File: src/rtl/timer_dev.sv
// timer_dev: programmable countdown timer on the bridge device port.
// Registers: 00 CTRL {IM, MODE[1:0], EN}, 01 PRESET, 10 COUNT (read-only), 11 reads 0.
// Optional macro TIMER_PRESCALE_EN: COUNT ticks once per PRESCALE clocks instead of every clock.
//
// state  | meaning
// S_IDLE | timer stopped, COUNT held
// S_LOAD | COUNT <= PRESET
// S_CNT  | counting down, zero detect leads to S_INT
// S_INT  | terminal count reached, irq raised when IM=1
module timer_dev #(
    parameter int unsigned PRESCALE = 16
) (
    input  logic        clk,
    input  logic        rst,
    input  logic [1:0]  addr,
    input  logic        we,
    input  logic [31:0] wdin,
    output logic [31:0] rd,
    output logic        irq
);

    typedef enum logic [1:0] {
        S_IDLE = 2'b00,
        S_LOAD = 2'b01,
        S_CNT  = 2'b10,
        S_INT  = 2'b11
    } state_t;

    state_t      r_state;
    state_t      w_state_nxt;
    logic        r_en;
    logic [1:0]  r_mode;
    logic        r_im;
    logic [31:0] r_preset;
    logic [31:0] r_count;
    logic [31:0] w_count_nxt;
    logic        w_ctrl_wr;
    logic        w_preset_wr;
    logic        w_en_eff;
    logic        w_auto_eff;
    logic        w_en_clr;
    logic        w_tick;
    logic        w_unused;

    // A CTRL write on this edge overrides the stored CTRL for FSM decisions.
    assign w_ctrl_wr   = we && (addr == 2'b00);
    assign w_preset_wr = we && (addr == 2'b01);
    assign w_en_eff    = w_ctrl_wr ? wdin[0] : r_en;
    assign w_auto_eff  = w_ctrl_wr ? (wdin[2:1] == 2'b01) : (r_mode == 2'b01);
    assign w_unused    = &{1'b0, wdin[31:4], PRESCALE != 0};

`ifdef TIMER_PRESCALE_EN
    localparam int PW = (PRESCALE > 1) ? $clog2(PRESCALE) : 1;
    logic [PW-1:0] r_pre;

    assign w_tick = (r_pre == '0);

    // Prescale down-counter: reloads outside counting and on every tick.
    always_ff @(posedge clk) begin
        if (rst || (r_state != S_CNT) || w_tick) begin
            r_pre <= PW'(PRESCALE - 1);
        end else begin
            r_pre <= r_pre - 1'b1;
        end
    end
`else
    assign w_tick = 1'b1;
`endif

    // State register.
    always_ff @(posedge clk) begin
        if (rst) begin
            r_state <= S_IDLE;
        end else begin
            r_state <= w_state_nxt;
        end
    end

    // Next state, next COUNT and one-shot EN clear.
    always_comb begin
        w_state_nxt = r_state;
        w_count_nxt = r_count;
        w_en_clr    = 1'b0;
        case (r_state)
            S_IDLE: begin
                if (w_en_eff) w_state_nxt = S_LOAD;
            end
            S_LOAD: begin
                w_count_nxt = r_preset;
                w_state_nxt = S_CNT;
            end
            S_CNT: begin
                if (!w_en_eff) begin
                    w_state_nxt = S_IDLE;
                end else if (w_tick) begin
                    if (r_count == 32'd0) begin
                        w_state_nxt = S_INT;
                        w_en_clr    = !w_auto_eff && !w_ctrl_wr;
                    end else begin
                        w_count_nxt = r_count - 32'd1;
                    end
                end
            end
            S_INT: begin
                // Auto-reload: the INT cycle doubles as the reload cycle so the
                // irq period is PRESET+2 clocks.
                if (w_auto_eff) begin
                    if (!w_en_eff) begin
                        w_state_nxt = S_IDLE;
                    end else begin
                        w_count_nxt = r_preset;
                        w_state_nxt = S_CNT;
                    end
                end else if (w_ctrl_wr) begin
                    w_state_nxt = w_en_eff ? S_LOAD : S_IDLE;
                end
            end
            default: w_state_nxt = S_IDLE;
        endcase
    end

    // Register file and COUNT datapath.
    always_ff @(posedge clk) begin
        if (rst) begin
            r_en     <= 1'b0;
            r_mode   <= 2'b00;
            r_im     <= 1'b0;
            r_preset <= 32'd0;
            r_count  <= 32'd0;
        end else begin
            if (w_ctrl_wr) begin
                r_en   <= wdin[0];
                r_mode <= wdin[2:1];
                r_im   <= wdin[3];
            end else if (w_en_clr) begin
                r_en <= 1'b0;
            end
            if (w_preset_wr) r_preset <= wdin;
            r_count <= w_count_nxt;
        end
    end

    // Combinational read mux.
    always_comb begin
        rd = 32'd0;
        case (addr)
            2'b00:   rd = {28'd0, r_im, r_mode, r_en};
            2'b01:   rd = r_preset;
            2'b10:   rd = r_count;
            default: rd = 32'd0;
        endcase
    end

    assign irq = (r_state == S_INT) && r_im;

endmodule
File: config.mk
export PLATFORM = sky130hd
export DESIGN_NAME = timer_dev
export DESIGN_NICKNAME = d
export VERILOG_FILES = /design/src/rtl/timer_dev.sv
export SDC_FILE = /design/constraint.sdc
export NUM_CORES = 1
export LEC_CHECK = 0
export ABC_AREA = 1
export CAP_MARGIN = 20
export CORE_ASPECT_RATIO = 0.7
export CORE_MARGIN = 2
export CORE_UTILIZATION = 54
export CTS_CLUSTER_DIAMETER = 200
export DETAILED_ROUTE_END_ITERATION = 8
export HOLD_SLACK_MARGIN = 0.05
export PLACE_DENSITY = 0.92
export SLEW_MARGIN = 0
export SYNTH_ARGS = -nofsm -noshare
export SYNTH_HDL_FRONTEND = slang
export SYNTH_SLANG_ARGS = --single-unit
export TNS_END_PERCENT = 5
File: constraint.sdc
create_clock -name clk -period 2.4 [get_ports clk]
set_input_delay 0.72 -clock clk [delete_from_list [all_inputs] [get_ports clk]]
set_output_delay 0.72 -clock clk [all_outputs]
set_load 0.005 [all_outputs]
---- After elaboration in Yosys (flattened, before gate mapping) ----
Cells that the tools add are included.
word-level totals
  flip-flop bits (word level) ............. 70
  input port bits ......................... 37
  output and inout bits ................... 33
operators by class
  $add $sub $neg .......................... 1
  eq/ne operators ......................... 14
  muxes and demuxes ....................... 21
  reduce and logical (&&, ||, !) cells .... 13
operators with widths
  kind                     number
  $pmux W32 S3             2
  $mux W32                 4
  $logic_not A32 Y1        1
  $sub A32 B1 Y32 const B  1
  $mux W2                  6
  $ne A2 B2 Y1 const B     5
  $eq A2 B1 Y1 const B     4
  $mux W1                  8
  $pmux W2 S4              1
  $eq A2 B2 Y1 const B     3
  $ne A3 B3 Y1 const B     2
  $reduce_and A5 Y1        1
  $logic_and A1 B1 Y1      4
  $logic_not A2 Y1         2
  $reduce_and A3 Y1        1
  $reduce_bool A3 Y1       1
  $logic_not A1 Y1         2
  $reduce_bool A2 Y1       1

---- Depth between registers and ports, before layout ----
  depth in word-level cells ............... 10
  mapped depth ............................ 13
  mapped depth without buffers ............ 13

---- Worst setup path before layout ----
No wires, ideal clock.
  path type ............................... input-to-output
  start ................................... in addr[0]
  end ..................................... out rd[10]
  data arrival time ....................... 1602 ps
  path slack .............................. 78 ps
  stages .................................. 6
  cell sequence ........................... inv_1 > nor2_1 > inv_1 > clkbuf_1 > clkbuf_1 > o22ai_1
on the way
  cells in the longest elaborated chain, start to end .. 2
ends and longest elaborated chain
  what                                  RTL line  text
  start: declaration                    15        input logic [1:0] addr,
  $eq A2 B2 Y1 (tied with other cells)  146       case (addr)
  $pmux W32 S3 *                        146
  end: declaration                      18        output logic [31:0] rd,
Mark *: on every way between the ends. The rest lies on a longest branch, timed or not.

---- Final worst setup path ----
  start ................................... in addr[0]
  end ..................................... out rd[2]
The elaborated chain is that of the path after synthesis.

==> flow_metrics.py <==
metrics = {
    "run": {
        "max-cap-violations": 0,
    },
    "floorplan": {
        "die_y_um": 78.6,
        "initial_core_util_pct": 55.2,
        "coreArea_um2": 7770,
        "rows": 27,
        "die-area_um2": 8690,
        "pin_count": 70,
        "die-width_um": 111,
    },
    "final_layout": {
        "antenna-diode-count": 0,
        "stdcell_count": 887,
        "layout_nets": 819,
        "final.fill_count": 591,
        "areaGrowthSynthToFinish_pct": 31.8,
        "layout-drive-gt1-share_pct": 16.4,
    },
    "setup_path": {
        "critical_path_arrival_ns": 1.63,
        "regToRegStartpoint": "r_count[0]",
        "crit_path_max_fanout": 4,
        "crit_start": "addr[0]",
        "worst_setup_path_end_kind": "primary output",
        "worst_ep_required_time_ns": 1.68,
        "critical_path.endpoint": "rd[2]",
        "timing.reg2reg.worst_path_depth": 12,
        "rrSetupSlack_ns": 0.37,
        "worst_setup_path_start_kind": "primary input",
        "worstSetupPathType": "in2out",
        "reg2reg_to": "r_count[3]",
    },
    "yosys": {
        "netlist.top_cell.by_area": "sky130_fd_sc_hd__dfxtp_1",
        "synthesis.area_um2": 4290,
        "synth_ff_type": "sky130_fd_sc_hd__dfxtp_1",
        "synth.net_count": 735,
        "synthesis.instances": 697,
        "ys.warnings.count": 0,
        "per_instance_average_area_after_synthesis_um2": 6.16,
        "async_flop_share_pct": 0,
        "fraction_of_the_yosys_area_taken_by_sequential_cells_pct": 32.7,
        "ys_seq_elements": 70,
        "synthDominantCellAreaShare_pct": 32.7,
        "ys_top_cells_by_area": "sky130_fd_sc_hd__dfxtp_1 (33%), sky130_fd_sc_hd__nand2_1 (16%), sky130_fd_sc_hd__nor2_1 (8.7%)",
        "post_synth_edffs": 0,
        "synthDistinctLibCells": 34,
    },
    "power_and_ir_drop": {
        "power_frac_clock_pct": 20.1,
        "power_switching_w": 0.00348,
        "combPwrFrac_pct": 56.4,
        "p_seq_share_pct": 23.5,
        "internal_power_w": 0.00346,
        "static-leakage-power_nw": 2.52,
        "power_density_nw_per_um2": 1230,
        "totalPowerFinal_w": 0.00694,
        "power.share.switching_pct": 50.2,
        "ir_drop_mv": 0.592,
    },
    "routing": {
        "via_count": 5159,
        "drt-total-wl_mm": 15.0,
        "detailedRoute.firstPassIterationCount": 6,
        "remaining_drc_errors": 0,
        "drt_first_iter_violations": 806,
        "post_drt_wl_per_cell_um": 16.9,
        "post_drt_via_cell_ratio": 5.82,
        "count_of_antenna_violating_nets_left_after_detailed_routing": 0,
    },
    "place": {
        "post-dp-hpwl_mm": 10.4,
        "gp_routability_congestion": 1.01,
        "post-place-cells": 866,
        "port-buffer-count": 69,
    },
    "grt": {
        "grt_antenna_before_repair": 0,
        "grt_first_pass_wirelength_mm": 23.8,
        "grt_usage_pct": 34.5,
        "grt_pass1_vias": 4794,
        "grt_max_degree": 52,
        "overflow": 0,
    },
    "clock_tree": {
        "ctsHoldBuffers": 0,
        "clk_latency_ns": 0.34,
        "max-clock-path-buffers": 2,
        "cts_sinks": 70,
        "cts-buffers-inserted": 9,
        "cts-htree-levels": 3,
        "cts_root_buf": "sky130_fd_sc_hd__clkbuf_16",
        "cts_tree": "built",
        "clk_pin_slew_worst_paths_ns": 0.06,
    },
    "sta": {
        "worst_slew_pin_slew_ns": 0.519,
        "hold_viol_final": 0,
        "timing.fmax_mhz": 425,
        "finalSetupViolCount": 0,
        "worst_slew_margin_rel_pct": 65.4,
        "grt_setup_unrepaired": "false",
        "final_period_minus_worst_setup_slack_ns": 2.35,
        "finClkSkew_ns": 0.0138,
        "final_min_period_over_clock_period_pct": 98.1,
        "finalMaxSlewViolations": 0,
    },
    "status": {
        "run_status": "completed",
    },
    "hold_path": {
        "worst_hold_path_type": "reg2reg",
    },
}
==> how the worst min path moves through the flow <==
stage | to | depth (start not counted) | slack, ns | start
6_report | r_preset[19] | 2 | 0.47 | r_preset[19]
5_1_grt | r_preset[19] | 2 | 0.50 | r_preset[19]
4_1_cts | r_preset[19] | 2 | 0.47 | r_preset[19]
3_5_place_dp | r_preset[19] | 2 | 0.46 | r_preset[19]
3_3_place_gp | r_preset[3] | 2 | 0.46 | r_preset[3]
2_1_floorplan | r_preset[3] | 2 | 0.44 | r_preset[3]
==> cell type report <==
cell class	instances	area (um2)	area share (%)
multi-input combinational	505	2500	44.3
sequential	70	1400	24.8
timing repair buffer	104	971	17.2
inverter	91	349	6.17
clock buffer	10	239	4.22
tap	101	126	2.23
clock inverter	6	67.6	1.19
==> cell usage after synthesis (5+ instances only) <==
cell type                    n
sky130_fd_sc_hd__o22ai_1    30
sky130_fd_sc_hd__o21ai_1    16
sky130_fd_sc_hd__clkbuf_1   22
sky130_fd_sc_hd__dfxtp_1    70
sky130_fd_sc_hd__nor2_1    100
sky130_fd_sc_hd__nand2_4     5
sky130_fd_sc_hd__inv_1      87
sky130_fd_sc_hd__nand3_1    36
sky130_fd_sc_hd__o21ai_0    57
sky130_fd_sc_hd__nand2_2     5
sky130_fd_sc_hd__a21oi_1    47
sky130_fd_sc_hd__nand2_1   178
==> critical path: stages <==
cell	delay [ns]
sky130_fd_sc_hd__buf_4	0.12
sky130_fd_sc_hd__buf_4	0.14
sky130_fd_sc_hd__nor2_4	0.16
sky130_fd_sc_hd__inv_1	0.09
sky130_fd_sc_hd__o221ai_1	0.18
sky130_fd_sc_hd__clkdlybuf4s15_2	0.23
==> timing repair <==
action                                  CTS  global route
setup buffers                             1             1
endpoints found under the hold margin     0             0
cloned                                    3             0
pin swaps                                 2             1
gates resized for setup                 126            21
endpoints found under the setup margin   35            29
==> sequential cells by signal (all words and copies together), names as in the netlist <==
name      cells
r_state       2
r_mode        2
r_count      32
r_im          1
r_preset     32
r_en          1
==> routing by layer <==
metal  up-vias  track usage [%]  routed length (um)
li1       2416                -                   -
met1      2270             44.8                6000
met5         -                0                   0
met2       412             52.6                6240
met3        61             11.5                2190
met4         0             15.3                 554
==> power groups by stage <==
stage	Combinational, W	Clock (W)	Sequential [W]
floorplan	0.00273	0	0.00156
global placement	0.00364	0	0.00162
detailed placement	0.00368	0	0.00163
CTS	0.00373	0.00138	0.00161
global route	0.00433	0.00143	0.00165
finish	0.00392	0.00139	0.00163
==> cells by family (layout without fill, tap and decap cells) <==
family / after synthesis / in the layout / synth area share (%)
AO/OA/AOI/OAI: 165 / 165 / 21.5
XOR/XNOR: 3 / 3 / 0.612
adder cells (fa/ha/maj): 1 / 1 / 0.291
buffers and inverters: 122 / 211 / 11.6
flip-flops: 70 / 70 / 32.7
AND/OR/NAND/NOR: 336 / 336 / 33.4
==> per-stage QoR <==
| stage | TNS, ns | utilization, % | area (um2) | worst slack, ns | hold slack [ns] |
|---|---|---|---|---|---|
| 2_1_floorplan | 0 | - | 4290 | 0.0785 | 0.439 |
| 3_3_place_gp | -27.36 | 67.4 | 5230 | -0.684 | 0.459 |
| 3_5_place_dp | -32.00 | 67.4 | 5230 | -0.751 | 0.462 |
| 4_1_cts | -0.0157 | 72.5 | 5630 | -0.00897 | 0.472 |
| 5_1_grt | 0 | 72.8 | 5660 | 0.0134 | 0.501 |
| 6_report | 0 | 72.8 | 5660 | 0.0462 | 0.470 |
==> cell usage in the layout (no fill, tap or decap), drive strengths merged <==
master | synthesis | final
o21ai | 77 | 77
clkdlybuf4s50 | 0 | 35
a21oi | 51 | 51
nand4 | 2 | 2
clkbuf | 22 | 16
dlygate4sd2 | 0 | 2
nor3 | 1 | 1
clkdlybuf4s15 | 0 | 8
o221ai | 3 | 3
inv | 91 | 92
ha | 1 | 1
bufinv | 0 | 1
buf | 9 | 52
xor2 | 3 | 3
nand2 | 188 | 188
clkinv | 0 | 2
dfxtp | 70 | 70
o211ai | 1 | 1
nor2 | 108 | 108
a41oi | 1 | 1
clkinvlp | 0 | 2
bufbuf | 0 | 1
o31ai | 1 | 1
nand3 | 37 | 37
a31oi | 1 | 1
o22ai | 30 | 30
Power figures use the tool's default switching activity.
